## src/rtl/uart_pkg.sv

```systemverilog
// Shared definitions for the parametrised UART: parity modes, FSM state
// encodings and the parity helper used by both directions.
package uart_pkg;

  localparam int PAR_NONE = 0;
  localparam int PAR_EVEN = 1;
  localparam int PAR_ODD  = 2;

  typedef enum logic [2:0] {
    TX_IDLE,
    TX_START,
    TX_DATA,
    TX_PARITY,
    TX_STOP
  } tx_state_e;

  typedef enum logic [2:0] {
    RX_IDLE,
    RX_START,
    RX_DATA,
    RX_PARITY,
    RX_STOP,
    RX_WAIT_HIGH
  } rx_state_e;

  // Payload is zero-extended to the widest legal frame; padding does not alter the XOR.
  function automatic logic parity_bit(input logic [8:0] data, input int mode);
    return (^data) ^ (mode == PAR_ODD);
  endfunction

endpackage

```

## src/rtl/uart_frame_rx.sv

```systemverilog
// UART receiver: synchronised input, mid-bit sampling, false-start rejection,
// parity and framing error flags, and break handling via WAIT_HIGH.
module uart_frame_rx
  import uart_pkg::*;
#(
  parameter int CLKS_PER_BIT = 87,
  parameter int DATA_BITS    = 8,
  parameter int PARITY       = 0,
  parameter int STOP_BITS    = 1
) (
  input  logic                 i_Clock,
  input  logic                 i_Reset,
  input  logic                 i_Rx_Serial,
  output logic                 o_Rx_DV,
  output logic [DATA_BITS-1:0] o_Rx_Data,
  output logic                 o_Rx_Parity_Err,
  output logic                 o_Rx_Frame_Err
);

  localparam int CNT_W = $clog2(CLKS_PER_BIT);
  localparam int BIT_W = $clog2(DATA_BITS);
  localparam logic [CNT_W-1:0] CNT_LAST  = CNT_W'(CLKS_PER_BIT - 1);
  localparam logic [CNT_W-1:0] HALF_LAST = CNT_W'(CLKS_PER_BIT / 2 - 1);
  localparam logic [BIT_W-1:0] DATA_LAST = BIT_W'(DATA_BITS - 1);
  localparam logic [BIT_W-1:0] STOP_LAST = BIT_W'(STOP_BITS - 1);

  logic [1:0]           sync_q;
  logic                 rx_s;
  rx_state_e            state_q, state_d;
  logic [CNT_W-1:0]     cnt_q, cnt_d;
  logic [BIT_W-1:0]     bit_q, bit_d;
  logic [DATA_BITS-1:0] shift_q, shift_d;
  logic                 par_q, par_d;
  logic                 ferr_q, ferr_d;
  logic                 dv_q, dv_d;
  logic [DATA_BITS-1:0] data_q, data_d;
  logic                 perr_out_q, perr_out_d;
  logic                 ferr_out_q, ferr_out_d;
  logic                 bit_end;
  logic                 ferr_now;

  assign rx_s    = sync_q[1];
  assign bit_end = (cnt_q == CNT_LAST);

  always_ff @(posedge i_Clock or posedge i_Reset) begin
    if (i_Reset) begin
      sync_q     <= 2'b11;
      state_q    <= RX_IDLE;
      cnt_q      <= '0;
      bit_q      <= '0;
      ferr_q     <= 1'b0;
      dv_q       <= 1'b0;
      data_q     <= '0;
      perr_out_q <= 1'b0;
      ferr_out_q <= 1'b0;
    end else begin
      sync_q     <= {sync_q[0], i_Rx_Serial};
      state_q    <= state_d;
      cnt_q      <= cnt_d;
      bit_q      <= bit_d;
      ferr_q     <= ferr_d;
      dv_q       <= dv_d;
      data_q     <= data_d;
      perr_out_q <= perr_out_d;
      ferr_out_q <= ferr_out_d;
    end
  end

  always_ff @(posedge i_Clock) begin
    shift_q <= shift_d;
    par_q   <= par_d;
  end

  always_comb begin
    state_d    = state_q;
    cnt_d      = bit_end ? '0 : cnt_q + 1'b1;
    bit_d      = bit_q;
    shift_d    = shift_q;
    par_d      = par_q;
    ferr_d     = ferr_q;
    dv_d       = 1'b0;
    data_d     = data_q;
    perr_out_d = perr_out_q;
    ferr_out_d = ferr_out_q;
    ferr_now   = ferr_q | ~rx_s;
    case (state_q)
      RX_IDLE: begin
        cnt_d = '0;
        if (!rx_s) state_d = RX_START;
      end
      // Mid-start re-check: a line already back high is a glitch, not a frame.
      RX_START: begin
        if (cnt_q == HALF_LAST) begin
          cnt_d  = '0;
          bit_d  = '0;
          ferr_d = 1'b0;
          state_d = rx_s ? RX_IDLE : RX_DATA;
        end
      end
      RX_DATA: begin
        if (bit_end) begin
          shift_d = {rx_s, shift_q[DATA_BITS-1:1]};
          if (bit_q == DATA_LAST) begin
            state_d = (PARITY != PAR_NONE) ? RX_PARITY : RX_STOP;
            bit_d   = '0;
          end else begin
            bit_d = bit_q + 1'b1;
          end
        end
      end
      RX_PARITY: begin
        if (bit_end) begin
          par_d   = rx_s;
          state_d = RX_STOP;
          bit_d   = '0;
        end
      end
      RX_STOP: begin
        if (bit_end) begin
          ferr_d = ferr_now;
          if (bit_q == STOP_LAST) begin
            dv_d       = 1'b1;
            data_d     = shift_q;
            perr_out_d = (PARITY != PAR_NONE) && (par_q != parity_bit(9'(shift_q), PARITY));
            ferr_out_d = ferr_now;
            state_d    = ferr_now ? RX_WAIT_HIGH : RX_IDLE;
          end else begin
            bit_d = bit_q + 1'b1;
          end
        end
      end
      RX_WAIT_HIGH: begin
        cnt_d = '0;
        if (rx_s) state_d = RX_IDLE;
      end
      default: state_d = RX_IDLE;
    endcase
  end

  assign o_Rx_DV         = dv_q;
  assign o_Rx_Data       = data_q;
  assign o_Rx_Parity_Err = perr_out_q;
  assign o_Rx_Frame_Err  = ferr_out_q;

endmodule

```

## src/rtl/uart_frame_tx.sv

```systemverilog
// UART transmitter: start, LSB-first data, optional parity, 1..2 stop bits,
// with a ready/valid request port that accepts a new frame in the Done cycle.
module uart_frame_tx
  import uart_pkg::*;
#(
  parameter int CLKS_PER_BIT = 87,
  parameter int DATA_BITS    = 8,
  parameter int PARITY       = 0,
  parameter int STOP_BITS    = 1
) (
  input  logic                 i_Clock,
  input  logic                 i_Reset,
  input  logic                 i_Tx_DV,
  input  logic [DATA_BITS-1:0] i_Tx_Data,
  output logic                 o_Tx_Ready,
  output logic                 o_Tx_Active,
  output logic                 o_Tx_Serial,
  output logic                 o_Tx_Done
);

  localparam int CNT_W = $clog2(CLKS_PER_BIT);
  localparam int BIT_W = $clog2(DATA_BITS);
  localparam logic [CNT_W-1:0] CNT_LAST  = CNT_W'(CLKS_PER_BIT - 1);
  localparam logic [BIT_W-1:0] DATA_LAST = BIT_W'(DATA_BITS - 1);
  localparam logic [BIT_W-1:0] STOP_LAST = BIT_W'(STOP_BITS - 1);

  tx_state_e            state_q, state_d;
  logic [CNT_W-1:0]     cnt_q, cnt_d;
  logic [BIT_W-1:0]     bit_q, bit_d;
  logic [DATA_BITS-1:0] data_q, data_d;
  logic                 done_q, done_d;
  logic                 bit_end;

  assign bit_end = (cnt_q == CNT_LAST);

  always_ff @(posedge i_Clock or posedge i_Reset) begin
    if (i_Reset) begin
      state_q <= TX_IDLE;
      cnt_q   <= '0;
      bit_q   <= '0;
      done_q  <= 1'b0;
    end else begin
      state_q <= state_d;
      cnt_q   <= cnt_d;
      bit_q   <= bit_d;
      done_q  <= done_d;
    end
  end

  always_ff @(posedge i_Clock) begin
    data_q <= data_d;
  end

  always_comb begin
    state_d = state_q;
    cnt_d   = cnt_q;
    bit_d   = bit_q;
    data_d  = data_q;
    done_d  = 1'b0;
    if (state_q != TX_IDLE) cnt_d = bit_end ? '0 : cnt_q + 1'b1;
    case (state_q)
      TX_IDLE: begin
        if (i_Tx_DV) begin
          state_d = TX_START;
          data_d  = i_Tx_Data;
          cnt_d   = '0;
        end
      end
      TX_START: begin
        if (bit_end) begin
          state_d = TX_DATA;
          bit_d   = '0;
        end
      end
      TX_DATA: begin
        if (bit_end) begin
          if (bit_q == DATA_LAST) begin
            state_d = (PARITY != PAR_NONE) ? TX_PARITY : TX_STOP;
            bit_d   = '0;
          end else begin
            bit_d = bit_q + 1'b1;
          end
        end
      end
      TX_PARITY: begin
        if (bit_end) begin
          state_d = TX_STOP;
          bit_d   = '0;
        end
      end
      TX_STOP: begin
        if (bit_end) begin
          if (bit_q == STOP_LAST) begin
            state_d = TX_IDLE;
            done_d  = 1'b1;
            bit_d   = '0;
          end else begin
            bit_d = bit_q + 1'b1;
          end
        end
      end
      default: state_d = TX_IDLE;
    endcase
  end

  // Line level decoded from state so an async reset forces idle-high at once.
  always_comb begin
    case (state_q)
      TX_START:  o_Tx_Serial = 1'b0;
      TX_DATA:   o_Tx_Serial = data_q[bit_q];
      TX_PARITY: o_Tx_Serial = parity_bit(9'(data_q), PARITY);
      default:   o_Tx_Serial = 1'b1;
    endcase
  end

  assign o_Tx_Ready  = (state_q == TX_IDLE);
  assign o_Tx_Active = (state_q != TX_IDLE);
  assign o_Tx_Done   = done_q;

endmodule

```

## src/rtl/uart_frame.sv

```systemverilog
// Full-duplex parametrised UART top: independent TX and RX engines sharing
// the frame parameters; wiring only.
module uart_frame
  import uart_pkg::*;
#(
  parameter int CLKS_PER_BIT = 87,
  parameter int DATA_BITS    = 8,
  parameter int PARITY       = 0,
  parameter int STOP_BITS    = 1
) (
  input  logic                 i_Clock,
  input  logic                 i_Reset,
  input  logic                 i_Tx_DV,
  input  logic [DATA_BITS-1:0] i_Tx_Data,
  output logic                 o_Tx_Ready,
  output logic                 o_Tx_Active,
  output logic                 o_Tx_Serial,
  output logic                 o_Tx_Done,
  input  logic                 i_Rx_Serial,
  output logic                 o_Rx_DV,
  output logic [DATA_BITS-1:0] o_Rx_Data,
  output logic                 o_Rx_Parity_Err,
  output logic                 o_Rx_Frame_Err
);

  if (CLKS_PER_BIT < 4 || DATA_BITS < 5 || DATA_BITS > 9 ||
      PARITY < PAR_NONE || PARITY > PAR_ODD || STOP_BITS < 1 || STOP_BITS > 2) begin : g_bad_param
    $error("uart_frame: illegal parameter combination");
  end

  uart_frame_tx #(
    .CLKS_PER_BIT(CLKS_PER_BIT), .DATA_BITS(DATA_BITS), .PARITY(PARITY), .STOP_BITS(STOP_BITS)
  ) u_tx (
    .i_Clock    (i_Clock),
    .i_Reset    (i_Reset),
    .i_Tx_DV    (i_Tx_DV),
    .i_Tx_Data  (i_Tx_Data),
    .o_Tx_Ready (o_Tx_Ready),
    .o_Tx_Active(o_Tx_Active),
    .o_Tx_Serial(o_Tx_Serial),
    .o_Tx_Done  (o_Tx_Done)
  );

  uart_frame_rx #(
    .CLKS_PER_BIT(CLKS_PER_BIT), .DATA_BITS(DATA_BITS), .PARITY(PARITY), .STOP_BITS(STOP_BITS)
  ) u_rx (
    .i_Clock        (i_Clock),
    .i_Reset        (i_Reset),
    .i_Rx_Serial    (i_Rx_Serial),
    .o_Rx_DV        (o_Rx_DV),
    .o_Rx_Data      (o_Rx_Data),
    .o_Rx_Parity_Err(o_Rx_Parity_Err),
    .o_Rx_Frame_Err (o_Rx_Frame_Err)
  );

endmodule
```

## config.mk

```make
export PLATFORM = sky130hd
export DESIGN_NAME = uart_frame
export DESIGN_NICKNAME = d
export VERILOG_FILES = /design/src/rtl/uart_pkg.sv /design/src/rtl/uart_frame_rx.sv /design/src/rtl/uart_frame_tx.sv /design/src/rtl/uart_frame.sv
export SDC_FILE = /design/constraint.sdc
export NUM_CORES = 1
export LEC_CHECK = 0
export ABC_AREA = 1
export CORE_MARGIN = 4
export CORE_UTILIZATION = 45
export DETAILED_ROUTE_END_ITERATION = 16
export GPL_ROUTABILITY_DRIVEN = 1
export HOLD_SLACK_MARGIN = 0.08
export SLEW_MARGIN = 20
export SYNTH_ARGS = -nofsm -noshare
export SYNTH_HDL_FRONTEND = slang
export SYNTH_HIERARCHICAL = 1
export SYNTH_SLANG_ARGS = --single-unit
```

## constraint.sdc

```tcl
create_clock -name i_Clock -period 3.6 [get_ports i_Clock]
set_clock_uncertainty 0.15 [all_clocks]
set_input_delay 0.72 -clock i_Clock [delete_from_list [all_inputs] [get_ports i_Clock]]
set_output_delay 0.72 -clock i_Clock [all_outputs]
set_load 0.005 [all_outputs]
```

==> results of run 1 <==
[layer usage]
layer  vias up  routed length, microns  global-route usage
met5         -                       0                   0
met4         0                      32              0.0338
met3         4                     144              0.0267
met2        27                    2430               0.246
met1       988                    2550               0.192
li1       1170                       -                   -
[power by group through the flow]
| stage | clock network, W | logic [W] | registers [W] |
|---|---|---|---|
| finish | 0.000356 | 0.000299 | 0.000722 |
| global route | 0.000395 | 0.000348 | 0.000729 |
| CTS | 0.000375 | 0.000306 | 0.000723 |
| detailed placement | 0 | 0.000308 | 0.000735 |
| global placement | 0 | 0.000302 | 0.000736 |
| floorplan | 0 | 0.000244 | 0.000726 |
[state kept, by name, summed over array words and instances (netlist names)]
| name | cells |
|---|---|
| u_rx/bit_q | 3 |
| u_rx/cnt_q | 7 |
| u_rx/ferr_q | 1 |
| u_rx/o_Rx_DV | 1 |
| u_rx/o_Rx_Data | 8 |
| u_rx/o_Rx_Frame_Err | 1 |
| u_rx/shift_q | 8 |
| u_rx/state_q | 3 |
| u_rx/sync_q | 2 |
| u_tx/bit_q | 3 |
| u_tx/cnt_q | 7 |
| u_tx/data_q | 8 |
| u_tx/o_Tx_Done | 1 |
| u_tx/state_q | 3 |
[stage by stage]
step	worst slack (ns)	instance area (sq um)	hold slack, ns	util
after CTS	0.864	3400	0.214	0.533
final	0.876	3400	0.213	0.533
after detailed placement	1.14	3310	0.197	0.518
after global routing	0.742	3400	0.221	0.533
after global placement	1.17	3310	0.196	0.518
after floorplan	1.83	2970	0.195	-
[worst paths after layout]
kind	endpoint	slack [ns]	cells past startpoint
min in group asynchronous	u_tx/cnt_q[3]	0.62	2
min	u_rx/sync_q[1]	0.21	0
max reg2reg	u_rx/o_Rx_Data[7]	1.46	10
max	o_Tx_Serial	0.88	6
max in group asynchronous	u_rx/sync_q[0]	1.85	3
min reg2reg	u_rx/sync_q[1]	0.21	0
[critical path, delay by kind of cell, from the launching register on]
kind / cells / cell delay [ns]
simple gates: 4 / 0.48
flops: 1 / 0.46
buf+inv: 2 / 0.62
[logic make-up (layout without fill, tap and decap cells)]
group                      count (synthesis)  after routing
and+or+nand+nor                          203            203
DFF                                       56             56
buffers and inverters                     51             83
AOI/OAI and AO/OA                         26             26
adders and majority gates                 10             10
xor gates and xnor gates                   7              7
other                                      1              1
[cell usage in the layout (no fill, tap or decap), drive strengths merged]
master	instances
or2	1
nor3	3
nand2	129
clkinv	2
ha	10
clkinvlp	1
clkdlybuf4s50	25
nand4	4
clkbuf	5
o21ai	17
edfxtp	16
conb	1
inv	49
xor2	4
o22ai	3
buf	1
a21oi	5
nand3b	1
nor2	39
o211ai	1
dfstp	2
dfrtp	38
nand3	26
xnor2	3
[area by class of cell]
cell class | instances | area (sq um)
clock buffer | 5 | 68.8
clock inverter | 3 | 27.5
fill | 602 | 2980
inverter | 49 | 189
multi-input combinational | 247 | 1280
sequential | 56 | 1480
tap | 77 | 96.3
timing repair buffer | 26 | 258
==> results.ini, run 1 <==
[status]
status=complete, no violations

[min_path]
hold_start=u_rx/sync_q[0]
hold_path.class=reg2reg

[sta]
final.setup.tns_ns=0
relSlewSlack=0.382
finalHoldViolCount=0
layout_min_cycle_time_ns=2.72
fmax_mhz=367
maxSlewViolCount=0
worst_pin_slew_ns=0.926
rsz0062_at_grt=no
fin_crit_sh=0.757
setup_viol=0

[yosys]
synthArstFlopShare=0.714
synth_nets=376
synth_area_leaders=dfrtp_1 (32%), edfxtp_1 (16%), nand2_1 (15%)
avgSynthCellArea_sq_um=8.38
synth_mux_area_frac=0
synthAdderAreaFrac=0.0422
seq_area_frac_synth=0.500
synth_top_area_cell=dfrtp_1
synth_cell_type_count=33
ys_ff_latch=56
synthXorXnorAreaFrac=0.0207
yosysMostFrequentCell=nand2_1
synth-compound-area-share=0.0536
synth_warnings=6
yosys.area_share.simple=0.314
synth_flop_cell=dfrtp_1
synth_common_cells=nand2_1 (120), inv_1 (44), dfrtp_1 (38)
syn-cell-area_sq_mm=0.00297
synth_top_family_by_area=simple AND/OR/NAND/NOR gates
synth_edf_count=16
synthCells=354
synth_top_area_frac=0.321

[power_and_ir_drop]
leakage_nw=1.67
sequentialPowerShare=0.524
switching_share=0.323
netSwitchingPower_w=0.000444
power.clock.fraction=0.258
comb_power_share=0.217
ir_drop_v=0.000236
powerDensity_mw_per_mm2=404
power.total_w=0.00138
p_int_w=0.000932

[global_routing]
grtUsageTotal=0.145
antenna_found_initial=0
grt_max_degree=26
grt_pass1_vias=2120
grt_pass1_wl_microns=9180
gr-total-overflow=0

[critical_path]
cp_max_fo=6
crit_required_ns=2.73
critPathSlowestCell=clkdlybuf4s50_1
worst-setup-path-type=reg2out
worstSetupStartpointType=register
critPathLaunch=u_tx/state_q[2]
critical_path.max_stage_delay_ns=0.50
cp_cell_sequence=nor2_1 -> inv_1 -> nor2_1 -> nand3_1 -> nand3_1 -> clkdlybuf4s50_1
r2r_start=u_rx/cnt_q[0]
cp.arrival_ns=1.85
end_kind=output port

[clock_network]
hold_buffers=0
path_clk_slew_ns=0.11
cts-buffers-inserted=5
cts.sink_count=56
clockBufferDepth=2
clk_latency_ns=0.31
clockRootBuffer=clkbuf_8
cts_tree=built
cts_resized=0
htree_levels=2
post-cts-setup-buffers=0

[place]
place.detailed.hpwl_microns=3990
gp_congestion=0.862
portBuffers=25
dp_cells=455

[die]
fp.dieW_microns=89.2
ios=27
core_area_sq_mm=0.00639
die_area_sq_mm=0.00795
start_util=0.464
dieHeight_microns=89.2
rows=29

[routing]
dr.pass1.iters=6
via_per_inst=4.73
drt-wirelength-per-cell_microns=11.1
vias=2189
antenna_left=0
drt-initial-drc-count=49
post-route-drc-count=0
wl_microns=5150

[finish]
final_cells=463
num_antenna_cells=0
drive_gt1_frac=0.104
syn_to_final_growth_pct=14.8
nets=407

[run]
max_cap_violations=0

Power figures use the tool's default switching activity.
==> run 2: changes to the inputs <==
- PLACE_DENSITY: unset -> 0.67
- clock period: 3.6 -> 2.2 ns (I/O delays scaled with it)
==> run 2 against run 1 <==
Critical path depth is 1 higher. Worst setup slack worse by 0.73 ns. Sequential cell count stayed put. Clock-buffer cell count stayed put. Combinational power is 64% higher. Design area is 2.5% higher. Register-to-register slack worse by 1.1 ns. Global-route usage is 0.14 points higher. Sequential power is 65% higher. Critical endpoint unchanged. Largest power group unchanged.
==> results.ini, run 2 (same netlist as run 1, synthesis figures left out) <==
[power_and_ir_drop]
power.total_w=0.00223
powerDensity_mw_per_mm2=640
leakage_nw=1.73
ir_drop_v=0.000481

[routing]
drt-wirelength-per-cell_microns=11.4
dr.pass1.iters=4
via_per_inst=4.89
post-route-drc-count=0
drt-initial-drc-count=91
antenna_left=0
vias=2319
wl_microns=5390

[clock_network]
path_clk_slew_ns=0.10
cts-buffers-inserted=5
clockBufferDepth=2
cts_tree=built
cts.sink_count=56
clockRootBuffer=clkbuf_8
clk_latency_ns=0.31
htree_levels=2

[die]
die_area_sq_mm=0.00795
start_util=0.464
ios=27
dieHeight_microns=89.2
core_area_sq_mm=0.00639
rows=29
fp.dieW_microns=89.2

[critical_path]
critPathSlowestCell=dfrtp_2
critPathTopFamily=flip-flops
worstSetupStartpointType=register
cp.arrival_ns=1.46
critPathLaunch=u_tx/state_q[1]
r2r_start=u_rx/cnt_q[0]
crit_required_ns=1.61
end_kind=output port
cp_max_fo=4
cp_cell_sequence=buf_4 -> buf_4 -> nand2_1 -> nor2_2 -> nand3_1 -> nand3_1 -> clkbuf_2
critical_path.max_stage_delay_ns=0.44
crit_buf_inv=3
worst-setup-path-type=reg2out

[sta]
relSlewSlack=0.632
finalHoldViolCount=0
worst_pin_slew_ns=0.552
fin_crit_sh=0.933
hold_ws_ns=0.212
maxSlewViolCount=0
layout_min_cycle_time_ns=2.05
rsz0062_at_grt=no
fmax_mhz=487
setup_viol=0
final.setup.tns_ns=0
layout_setup_ws_ns=0.146

[status]
status=complete, no violations

[min_path]
hold_path.class=reg2reg
hold_start=u_rx/sync_q[0]

[finish]
syn_to_final_growth_pct=17.7
final_common_cell=nand2_1
nets=418
drive_gt1_frac=0.156
fillers=572
num_antenna_cells=0
final_cells=474
layout_common_cells=nand2_1 (120), inv_1 (39), dfrtp_1 (35)

[global_routing]
gr-total-overflow=0
grtUsageTotal=0.146
grt_max_degree=27
grt_pass1_vias=2107
grt_pass1_wl_microns=9130
antenna_found_initial=0

[place]
pre_cts_slack_ns=0.141
gp_congestion=0.836
place.detailed.hpwl_microns=3910
dp_cells=458
portBuffers=25

[run]
max_cap_violations=0

[run 2: worst reg2reg max path: cells and delay by family, from the launching register on]
family / cells / cell delay (ns)
flip-flops: 1 / 0.40
buffers and inverters: 3 / 0.31
adder cells (fa/ha/maj): 1 / 0.20
AND/OR/NAND/NOR: 6 / 0.64
[run 2: timing repair]
| item | CTS | global route |
|---|---|---|
| endpoints found under the setup margin | 2 | 2 |
| hold endpoints to repair | 0 | 0 |
| hold buffers | 0 | 0 |
| gates cloned | 0 | 0 |
| setup buffers | 4 | 4 |
| pin swaps | 3 | 5 |
| gates resized for setup | 10 | 6 |
[run 2: final cells by class]
| cell class | count | area [sq um] | share of cell area |
|---|---|---|---|
| clock inverter | 3 | 17.5 | 0.00502 |
| clock buffer | 5 | 68.8 | 0.0197 |
| inverter | 49 | 189 | 0.0541 |
| tap | 77 | 96.3 | 0.0276 |
| timing repair buffer | 37 | 338 | 0.0968 |
| sequential | 56 | 1490 | 0.426 |
| multi-input combinational | 247 | 1290 | 0.370 |
[run 2: path summary, 6_finish.rpt]
check / end / slack, ns / cells past startpoint
hold / removal: u_rx/sync_q[1] / 0.21 / 0
setup / recovery: o_Tx_Serial / 0.15 / 7
max in group asynchronous: u_tx/bit_q[0] / 1.15 / 2
setup reg to reg: u_rx/o_Rx_Data[1] / 0.38 / 10
min in group asynchronous: u_tx/cnt_q[0] / 0.34 / 2
hold reg to reg: u_rx/sync_q[1] / 0.21 / 0
[run 2: power breakdown]
part / leakage (nW) / total (W) / internal [W] / switching (W)
combinational: 1.02 / 0.000491 / 0.000172 / 0.000319
clock: 0.0421 / 0.000556 / 0.000222 / 0.000334
sequential: 0.670 / 0.00119 / 0.00112 / 0.0000665
total: 1.73 / 0.00223 / 0.00151 / 0.000719
[run 2: stage by stage]
stage / instance area, sq um / util
2_1_floorplan: 2970 / -
3_3_place_gp: 3330 / 0.521
3_5_place_dp: 3330 / 0.521
4_1_cts: 3460 / 0.542
5_1_grt: 3490 / 0.546
6_report: 3490 / 0.546
[run 2: metal layers]
metal	part of all wire	track usage	up-vias
li1	-	-	1196
met1	0.47	0.195	1078
met2	0.47	0.232	37
met3	0.040	0.0387	8
met4	0.013	0.0460	0
met5	0	0	-
